## config.mk

```make
export PLATFORM = sky130hd
export DESIGN_NAME = mem_access_stage
export DESIGN_NICKNAME = d
export VERILOG_FILES = /design/src/rtl/mem_stage_pkg.sv /design/src/rtl/mem_access_stage_lsu_align.sv /design/src/rtl/mem_access_stage.sv
export SDC_FILE = /design/constraint.sdc
export NUM_CORES = 1
export LEC_CHECK = 0
export CORE_UTILIZATION = 30
export CTS_CLUSTER_SIZE = 10
export DETAILED_ROUTE_END_ITERATION = 7
export DONT_BUFFER_PORTS = 1
export PLACE_DENSITY = 0.51
export SLEW_MARGIN = 5
export SYNTH_ARGS = -nofsm -noshare
export SYNTH_HDL_FRONTEND = slang
export SYNTH_SLANG_ARGS = --single-unit
```

## constraint.sdc

```tcl
create_clock -name clock -period 2.6 [get_ports clock]
set_input_delay 0.52 -clock clock [delete_from_list [all_inputs] [get_ports clock]]
set_output_delay 0.52 -clock clock [all_outputs]
set_load 0.005 [all_outputs]
```

## src/rtl/mem_stage_pkg.sv

```systemverilog
// Shared definitions for the MEM pipeline stage: access-size encodings, FSM states, timeout default.
package mem_stage_pkg;

    localparam logic [2:0] F3_B  = 3'b000;
    localparam logic [2:0] F3_H  = 3'b001;
    localparam logic [2:0] F3_W  = 3'b010;
    localparam logic [2:0] F3_BU = 3'b100;
    localparam logic [2:0] F3_HU = 3'b101;

    localparam int TIMEOUT_DEFAULT = 255;

    typedef enum logic [0:0] {
        IDLE = 1'b0,
        BUSY = 1'b1
    } mem_state_e;

endpackage

```

## src/rtl/mem_access_stage_lsu_align.sv

```systemverilog
// Combinational byte-lane steering: store strobes/data replication, load extraction/extension,
// and the alignment / illegal-encoding check.
module lsu_align
    import mem_stage_pkg::*;
(
    input  logic [1:0]  addr_lo_i,
    input  logic [2:0]  funct3_i,
    input  logic        is_store_i,
    input  logic [31:0] wdata_i,
    input  logic [31:0] rdata_i,
    output logic [3:0]  wstrb_o,
    output logic [31:0] wdata_sh_o,
    output logic [31:0] rdata_fmt_o,
    output logic        misalign_o
);

    logic [7:0]  byte_s;
    logic [15:0] half_s;

    // Lane select, data formatting and fault detection
    always_comb begin
        wstrb_o     = 4'b0000;
        wdata_sh_o  = wdata_i;
        rdata_fmt_o = 32'h0000_0000;
        misalign_o  = 1'b0;
        byte_s      = 8'h00;
        half_s      = addr_lo_i[1] ? rdata_i[31:16] : rdata_i[15:0];

        case (addr_lo_i)
            2'b00:   byte_s = rdata_i[7:0];
            2'b01:   byte_s = rdata_i[15:8];
            2'b10:   byte_s = rdata_i[23:16];
            2'b11:   byte_s = rdata_i[31:24];
            default: byte_s = 8'h00;
        endcase

        case (funct3_i)
            F3_B: begin
                wstrb_o     = 4'b0001 << addr_lo_i;
                wdata_sh_o  = {4{wdata_i[7:0]}};
                rdata_fmt_o = {{24{byte_s[7]}}, byte_s};
            end
            F3_H: begin
                wstrb_o     = 4'b0011 << addr_lo_i;
                wdata_sh_o  = {2{wdata_i[15:0]}};
                rdata_fmt_o = {{16{half_s[15]}}, half_s};
                misalign_o  = addr_lo_i[0];
            end
            F3_W: begin
                wstrb_o     = 4'b1111;
                rdata_fmt_o = rdata_i;
                misalign_o  = (addr_lo_i != 2'b00);
            end
            F3_BU: begin
                rdata_fmt_o = {24'h00_0000, byte_s};
                misalign_o  = is_store_i;
            end
            F3_HU: begin
                rdata_fmt_o = {16'h0000, half_s};
                misalign_o  = is_store_i | addr_lo_i[0];
            end
            default: begin
                misalign_o = 1'b1;
            end
        endcase

        // Loads never drive byte enables
        if (!is_store_i) begin
            wstrb_o = 4'b0000;
        end else begin
            wstrb_o = wstrb_o;
        end
    end

endmodule

```

## src/rtl/mem_access_stage.sv

```systemverilog
// MEM pipeline stage: issues loads/stores on a req/ack bus, stalls upstream while pending,
// times out a silent bus and registers the result into MEM/WB.
module mem_access_stage
    import mem_stage_pkg::*;
#(
    parameter int TIMEOUT_CYCLES = TIMEOUT_DEFAULT,
    parameter int CNT_W          = 8
) (
    input  logic        clock,
    input  logic        reset_n,
    input  logic        valid_in,
    input  logic [31:0] ALUresult_in,
    input  logic [31:0] WriteData_in,
    input  logic [2:0]  funct3_in,
    input  logic        MemRead_in,
    input  logic        MemWrite_in,
    input  logic        RegWrite_in,
    input  logic        MemToReg_in,
    input  logic [4:0]  rd_in,
    output logic        dmem_req,
    output logic        dmem_we,
    output logic [31:0] dmem_addr,
    output logic [31:0] dmem_wdata,
    output logic [3:0]  dmem_wstrb,
    input  logic        dmem_ack,
    input  logic [31:0] dmem_rdata,
    output logic        stall_out,
    output logic        valid_out,
    output logic [31:0] ReadData_out,
    output logic [31:0] ALUresult_out,
    output logic        RegWrite_out,
    output logic        MemToReg_out,
    output logic [4:0]  rd_out,
    output logic        misalign_out,
    output logic        bus_err_out
);

    localparam logic [CNT_W-1:0] TIMEOUT_C = CNT_W'(TIMEOUT_CYCLES);

    mem_state_e  state_q, state_d;
    logic [CNT_W-1:0] cnt_q, cnt_d;

    logic        valid_q,    valid_d;
    logic [31:0] rdata_q,    rdata_d;
    logic [31:0] alu_q,      alu_d;
    logic        regwr_q,    regwr_d;
    logic        m2r_q,      m2r_d;
    logic [4:0]  rd_q,       rd_d;
    logic        misalign_q, misalign_d;
    logic        bus_err_q,  bus_err_d;

    logic        memop_s, fault_s, good_s, misalign_s;
    logic        timeout_hit_s, retire_s, bus_err_s, load_ok_s;
    logic [31:0] rdata_fmt_s;

    lsu_align u_align (
        .addr_lo_i   (ALUresult_in[1:0]),
        .funct3_i    (funct3_in),
        .is_store_i  (MemWrite_in),
        .wdata_i     (WriteData_in),
        .rdata_i     (dmem_rdata),
        .wstrb_o     (dmem_wstrb),
        .wdata_sh_o  (dmem_wdata),
        .rdata_fmt_o (rdata_fmt_s),
        .misalign_o  (misalign_s)
    );

    assign memop_s       = valid_in & (MemRead_in | MemWrite_in);
    assign fault_s       = memop_s & misalign_s;
    assign good_s        = memop_s & ~misalign_s;
    assign timeout_hit_s = (state_q == BUSY) && (cnt_q == TIMEOUT_C);
    // Reset gates the request so an in-flight access is abandoned immediately
    assign dmem_req      = reset_n & ((state_q == BUSY) | good_s);
    assign dmem_we       = MemWrite_in;
    assign dmem_addr     = {ALUresult_in[31:2], 2'b00};
    assign stall_out     = dmem_req & ~dmem_ack & ~timeout_hit_s;
    assign retire_s      = ~stall_out;
    assign bus_err_s     = timeout_hit_s & ~dmem_ack;
    assign load_ok_s     = MemRead_in & good_s & dmem_req & dmem_ack;

    // FSM next-state and timeout counter
    always_comb begin
        state_d = state_q;
        cnt_d   = cnt_q;
        case (state_q)
            IDLE: begin
                if (good_s && !dmem_ack) begin
                    state_d = BUSY;
                    cnt_d   = CNT_W'(1);
                end else begin
                    state_d = IDLE;
                    cnt_d   = CNT_W'(0);
                end
            end
            BUSY: begin
                if (dmem_ack || timeout_hit_s) begin
                    state_d = IDLE;
                    cnt_d   = CNT_W'(0);
                end else begin
                    state_d = BUSY;
                    cnt_d   = cnt_q + CNT_W'(1);
                end
            end
            default: begin
                state_d = IDLE;
                cnt_d   = CNT_W'(0);
            end
        endcase
    end

    // MEM/WB next values: faults and valid pulse only on a retire edge
    always_comb begin
        valid_d    = 1'b0;
        regwr_d    = 1'b0;
        misalign_d = 1'b0;
        bus_err_d  = 1'b0;
        rdata_d    = rdata_q;
        alu_d      = alu_q;
        m2r_d      = m2r_q;
        rd_d       = rd_q;
        if (retire_s) begin
            valid_d    = valid_in;
            alu_d      = ALUresult_in;
            m2r_d      = MemToReg_in;
            rd_d       = rd_in;
            misalign_d = fault_s;
            bus_err_d  = bus_err_s;
            regwr_d    = valid_in & RegWrite_in & ~fault_s & ~bus_err_s;
            rdata_d    = load_ok_s ? rdata_fmt_s : 32'h0000_0000;
        end else begin
            valid_d = 1'b0;
        end
    end

    // State and output registers with synchronous active-low reset
    always_ff @(posedge clock) begin
        if (!reset_n) begin
            state_q    <= IDLE;
            cnt_q      <= CNT_W'(0);
            valid_q    <= 1'b0;
            rdata_q    <= 32'h0000_0000;
            alu_q      <= 32'h0000_0000;
            regwr_q    <= 1'b0;
            m2r_q      <= 1'b0;
            rd_q       <= 5'd0;
            misalign_q <= 1'b0;
            bus_err_q  <= 1'b0;
        end else begin
            state_q    <= state_d;
            cnt_q      <= cnt_d;
            valid_q    <= valid_d;
            rdata_q    <= rdata_d;
            alu_q      <= alu_d;
            regwr_q    <= regwr_d;
            m2r_q      <= m2r_d;
            rd_q       <= rd_d;
            misalign_q <= misalign_d;
            bus_err_q  <= bus_err_d;
        end
    end

    assign valid_out     = valid_q;
    assign ReadData_out  = rdata_q;
    assign ALUresult_out = alu_q;
    assign RegWrite_out  = regwr_q;
    assign MemToReg_out  = m2r_q;
    assign rd_out        = rd_q;
    assign misalign_out  = misalign_q;
    assign bus_err_out   = bus_err_q;

endmodule

```

== Yosys cells after proc, flatten, opt, wreduce, memory -nomap -nowiden ==
Cells that the tools add are included.

* Shifts and indexed selects: 2
* Multiplexer cells: 14
* Bitwise gates (word level): 23
* Add/sub/neg operators: 1
* Reductions and logical operators: 8
* Equality and inequality tests: 8

{| class="wikitable"
|+ Operator list
! operator !! count
|-
| case mux 32 bit (5 select lines) || 1
|-
| case mux 32 bit (2 select lines) || 1
|-
| two-way mux 32 bit || 1
|-
| case mux 8 bit (4 select lines) || 1
|-
| two-way mux 16 bit || 1
|-
| case mux 8 bit (2 select lines) || 1
|-
| bitwise AND 1 bit || 13
|-
| case mux 4 bit (3 select lines) || 1
|-
| adder 8 x 1 -> 8 bit (second input constant) || 1
|-
| == test 8 bit (second input constant) || 1
|-
| two-way mux 8 bit || 1
|-
| inverter 1 bit || 7
|-
| == test 3 bit (second input constant) || 2
|-
| case mux 1 bit (5 select lines) || 1
|-
| == test 2 bit (second input constant) || 2
|-
| two-way mux 4 bit || 1
|-
| << shifter 1 x 2 -> 4 bit (first input constant) || 1
|-
| << shifter 2 x 2 -> 4 bit (first input constant) || 1
|-
| == test 3 x 1 -> 1 bit (second input constant) || 1
|-
| == test 3 x 2 -> 1 bit (second input constant) || 1
|-
| zero test 3 bit || 1
|-
| two-way mux 1 bit || 3
|-
| OR 1 bit || 3
|-
| == test 2 x 1 -> 1 bit (second input constant) || 1
|-
| other kinds (7) || 8
|}

* Word-level logic and storage cells: 66
* Input port bits: 112
* Flip-flop bits (word level): 83
* Output and inout port bits: 145

== Depth between registers and ports, before layout ==
* Depth in word-level cells: 9
* Depth in mapped cells: 8
* Depth with buffers taken out: 6

== Modules after synthesis ==
From an unflattened synthesis, not the netlist that was laid out.

* Cells, all modules: 436
* Area, all modules: 4206.5 um2

{| class="wikitable"
|+ Modules (own cells, without submodules)
! module !! cells an instance !! area an instance (um2) !! sequential area each (um2) !! times used
|-
| mem_access_stage || 256 || 2977.9 || 1661.6 || 1
|-
| lsu_align || 180 || 1228.7 || 0.0 || 1
|}

== Worst setup path before layout ==
Ideal clock, no wire load.

* Kind: input to output
* Start point: input funct3_in[0]
* End point: output dmem_req
* Arrival: 1.719 ns
* Required time: 2.080 ns
* Buffers on the path: 3
* Stages: 6
* Path slack: 0.361 ns
* Cell sequence: buf_6 > or4_4 > nand3b_4 > buf_2 > buf_4 > and2_1

* Longest elaborated chain between the ends: 6
* Elaborated cells on any way between the ends: 10
* Classes of those cells: eq/ne: 4; mux: 1; bitwise: 4; reduce/logical: 1

{| class="wikitable"
|+ Ends and longest elaborated chain
! item !! line !! RTL
|-
| from (decl) || mem_access_stage.sv:14 || <nowiki>input logic [2:0] funct3_in,</nowiki>
|-
| == test 3 bit, or another cell as far along || mem_access_stage_lsu_align.sv:37 || <nowiki>case (funct3_i)</nowiki>
|-
| case mux 1 bit (5 select lines) * || mem_access_stage_lsu_align.sv:37 ||
|-
| inverter 1 bit * || mem_access_stage.sv:70 || <nowiki>assign good_s = memop_s & ~misalign_s;</nowiki>
|-
| bitwise AND 1 bit * || mem_access_stage.sv:70 ||
|-
| OR 1 bit * || mem_access_stage.sv:73 || <nowiki>assign dmem_req = reset_n & ((state_q == BUSY) | good_s);</nowiki>
|-
| bitwise AND 1 bit * || mem_access_stage.sv:73 ||
|-
| to (decl) || mem_access_stage.sv:20 || <nowiki>output logic dmem_req,</nowiki>
|}

Mark *: on every way between the ends. The rest lies on a longest branch, timed or not.

== Worst setup path after layout ==
* Start point: register cnt_q[0]
* End point: output stall_out

* Longest elaborated chain between the ends: 4

{| class="wikitable"
|+ Ends and longest elaborated chain
! item !! line !! RTL
|-
| from (decl) || mem_access_stage.sv:41 || <nowiki>logic [CNT_W-1:0] cnt_q, cnt_d;</nowiki>
|-
| from (signal assigned) || mem_access_stage.sv:150 || <nowiki>cnt_q <= cnt_d;</nowiki>
|-
| == test 8 bit || mem_access_stage.sv:71 || <nowiki>assign timeout_hit_s = (state_q == BUSY) && (cnt_q == TIMEOUT_C);</nowiki>
|-
| logical AND 1 bit || mem_access_stage.sv:71 ||
|-
| inverter 1 bit || mem_access_stage.sv:76 || <nowiki>assign stall_out = dmem_req & ~dmem_ack & ~timeout_hit_s;</nowiki>
|-
| bitwise AND 1 bit || mem_access_stage.sv:76 ||
|-
| to (decl) || mem_access_stage.sv:27 || <nowiki>output logic stall_out,</nowiki>
|}

Every way passes these cells.

==> key figures <==
Outcome
  – Status: finished clean

Yosys
  – Async SR Flop Fraction: 0%
  – Post-synth EDFFs: 0
  – Synthesized flop and latch total: 83
  – Syn Area/Cell: 9.02 sq um
  – Post-Syn Instances: 492
  – Netlist cell types: 52
  – Register area share after synthesis: a little under two fifths
  – Yosys warning count: 0
  – Cell Area, Synth: approximately 0.0044 sq mm
  – Post-synth top flop: dfxtp_1

Detailed routing
  – Wire per inst: ~22 um
  – Via/cell ratio: roughly 5.9
  – Top sig layer: met4
  – DR vias: approximately 3700
  – WL final: 13700 um
  – Routed wl met3: between 1500 and 2000 um
  – Drt first pass iters: 5
  – Routed wl met2: between 6000 and 7000 um
  – DRC: 0
  – Final ANT Viol Nets: 0
  – Met1 WL: slightly above 5000 um
  – Initial DRC Count: 230

Timing
  – Slew Viols, Final: 0
  – Clock skew: approximately 0.011 ns
  – Slew @ Worst Pin: between 1 and 1.5 ns
  – Final min period: between 2 and 2.5 ns
  – Peak Freq: between 0.4 and 0.5 GHz
  – Period Utilization, post-route: roughly 94%
  – Worst hold slack: around 0.31 ns
  – Slew headroom: between 20% and 30%
  – Fin. Hold Viols: 0
  – Unrepaired setup endpoints after global routing: false
  – Setup Viol. Count Final: 0
  – Setup TNS Final: 0 ns

Clock network
  – CTS root buffer: clkbuf_16
  – Hold_buf cts: 0
  – Sink Count: 83
  – CTS tree: built
  – Post-CTS Resized: 0
  – Clock slew at reported path FFs: ~0.070 ns
  – Max clock buf depth: 2
  – Postcts setup bufs: 0
  – CTS H-tree lvls: 3
  – Clock latency on the worst-skew pair: approximately 0.35 ns
  – Inserted Clock Buffers: 9

Global route
  – Total track usage: between 15 and 20%
  – Largest net degree at the start of global routing: between 40 and 50
  – Overflow after GRT: 0
  – First-pass GRT wire length: ~19000 um
  – Antenna violations before repair: 1
  – Vias in the first global route: 3360

Pwr
  – Cell-internal power: approximately 0.0024 W
  – LEAKAGE: between 1.5 and 2 nW
  – Net Switching: 0.000739 W
  – Sequential Power Share: between 40 and 50%
  – Switch share: around a quarter
  – PD cells: between 600 and 700 mW/mm^2
  – Clock share of power: ~48%
  – Maximum VDD drop: approximately 0.32 mV
  – Gate power share: 9.0%

Floorplanning
  – Die W: between 100 and 150 um
  – CORE AREA: about 0.014 sq mm
  – Initial cell density of the core: a little under a third
  – DIE AREA: 0.0153 sq mm
  – Row count: 44
  – Die height: 124 um
  – Ports: between 200 and 300

Worst setup path
  – Crit. End Element: output port
  – WP data arrival: between 1.5 and 2 ns
  – Crit-path max FO: 14
  – Startpoint Class: flop
  – CP Class: flop to output port
  – Worst Path Required: ~2.1 ns

Worst hold path
  – Hold WC Path Type: input port to flop

Place
  – # port buffers: 0
  – Placed instance area: 0.00422 sq mm
  – Gpl congestion: between 0.8 and 0.9
  – Post-DP HPWL: slightly above 10000 um

Finish
  – Filler cell count in the final layout: 1520
  – Final Cell Area: approximately 0.0046 sq mm
  – Layout net count: approximately 540
  – Area grow syn2layout: 2.93%
  – Ratio of cells with drive above 1 in the final layout: between 10% and 20%

Run
  – Max-cap viol count: 0
-- per-stage QoR --
stage / total power [W] / util, % / setup WS [ns] / std cells
floorplan: 0.00167 / - / 0.361 / 493
global placement: 0.00165 / 29.2 / 0.414 / 602
detailed placement: 0.00165 / 29.2 / 0.364 / 602
CTS: 0.00314 / 31.5 / 0.109 / 618
global route: 0.00323 / 31.5 / 0.0277 / 619
finish: 0.00311 / 31.5 / 0.146 / 619
-- state kept, by name (all words and copies together), names as in the netlist --
signal and count:
ALUresult_out 32, MemToReg_out 1, ReadData_out 32, RegWrite_out 1
bus_err_out 1, cnt_q 8, misalign_out 1, rd_out 5
state_q 1, valid_out 1
-- critical path: stages (launching register included) --
cell and delay, ns:
dfxtp_1 0.34, ha_1 0.23, and3_1 0.25, a41oi_4 0.28, nand3_4 0.17, inv_2 0.32
-- power groups by stage --
stage               sequential [W]  combinational, W  clock (W)
floorplan                  0.00137          0.000302          0
global placement           0.00137          0.000273          0
detailed placement         0.00137          0.000277          0
CTS                        0.00135          0.000278    0.00151
global route               0.00135          0.000303    0.00157
finish                     0.00134          0.000278    0.00148
-- per-layer routing --
metal	GRT usage, %	up-vias
li1	-	1671
met1	18.7	1690
met2	28.1	278
met3	6.23	44
met4	8.43	0
met5	0	-
-- layout make-up --
type / count / area (sq um) / share of cell area, %
multi-input cells: 311 / 2190 / 48.0
clock buffers: 10 / 229 / 5.01
flip-flops and latches: 83 / 1660 / 36.4
inverters: 14 / 52.6 / 1.15
diodes: 1 / 2.50 / 0.0548
well taps: 184 / 230 / 5.04
clock inverters: 6 / 113 / 2.47
repair buffers: 10 / 87.6 / 1.92
-- cell usage after synthesis (all sizes together), types with 2 or more instances --
cell type / instances / area share, %
dfxtp: 83 / 37
buf: 63 / 10
o21ai: 46 / 5.2
nand2: 45 / 3.9
nand4: 42 / 6.3
o2bb2ai: 25 / 6.2
clkbuf: 22 / 1.9
nor2: 19 / 1.7
a22oi: 16 / 2.7
mux2: 16 / 4.1
o32ai: 15 / 3.0
inv: 14 / 1.2
a21oi: 11 / 1.2
mux2i: 10 / 2.3
a221oi: 8 / 1.6
o22a: 7 / 1.4
o22ai: 7 / 0.99
and3: 6 / 0.85
and2: 3 / 0.42
nand3: 3 / 0.62
nand3b: 3 / 0.79
nor3b: 3 / 0.62
o21a: 3 / 0.51
xnor2: 3 / 0.59
xor2: 3 / 0.59
nor4: 2 / 0.28
nor4b: 2 / 0.39
-- worst paths after layout --
| kind | from | endpoint | slack, ns | cells past startpoint |
|---|---|---|---|---|
| hold reg to reg | ReadData_out[2] | ReadData_out[2] | 0.48 | 2 |
| setup / recovery | cnt_q[0] | stall_out | 0.15 | 5 |
| hold / removal | rd_in[1] | rd_out[1] | 0.31 | 2 |
| setup reg to reg | cnt_q[0] | ReadData_out[17] | 0.44 | 7 |
-- layout by cell type, fill, tap and decap left out, types with 3 or more instances in the layout --
cell type	count
mux2_2	16
nor2_1	18
o21ai_0	46
a21oi_1	11
xor2_1	3
xnor2_1	3
o22ai_1	7
a221oi_1	8
o2bb2ai_1	16
o2bb2ai_2	9
nand2_1	44
nand4_1	41
bufinv_16	3
inv_1	13
buf_4	9
o32ai_1	15
a22oi_1	16
dfxtp_1	83
mux2i_1	10
clkbuf_16	9
o22a_1	7
o21a_1	3
and3_1	6
-- kinds of logic after synthesis --
kind of cell | Yosys count | share of synthesized area [%]
XOR/XNOR | 6 | 1.18
AO/OA/AOI/OAI | 144 | 24.3
multiplexers | 27 | 6.82
flip-flops | 83 | 37.5
AND/OR/NAND/NOR | 131 | 16.4
buffers and inverters | 99 | 13.5
other | 1 | 0.0845
adder cells (fa/ha/maj) | 1 | 0.282
Note: power is estimated with default switching activity, not from simulation.
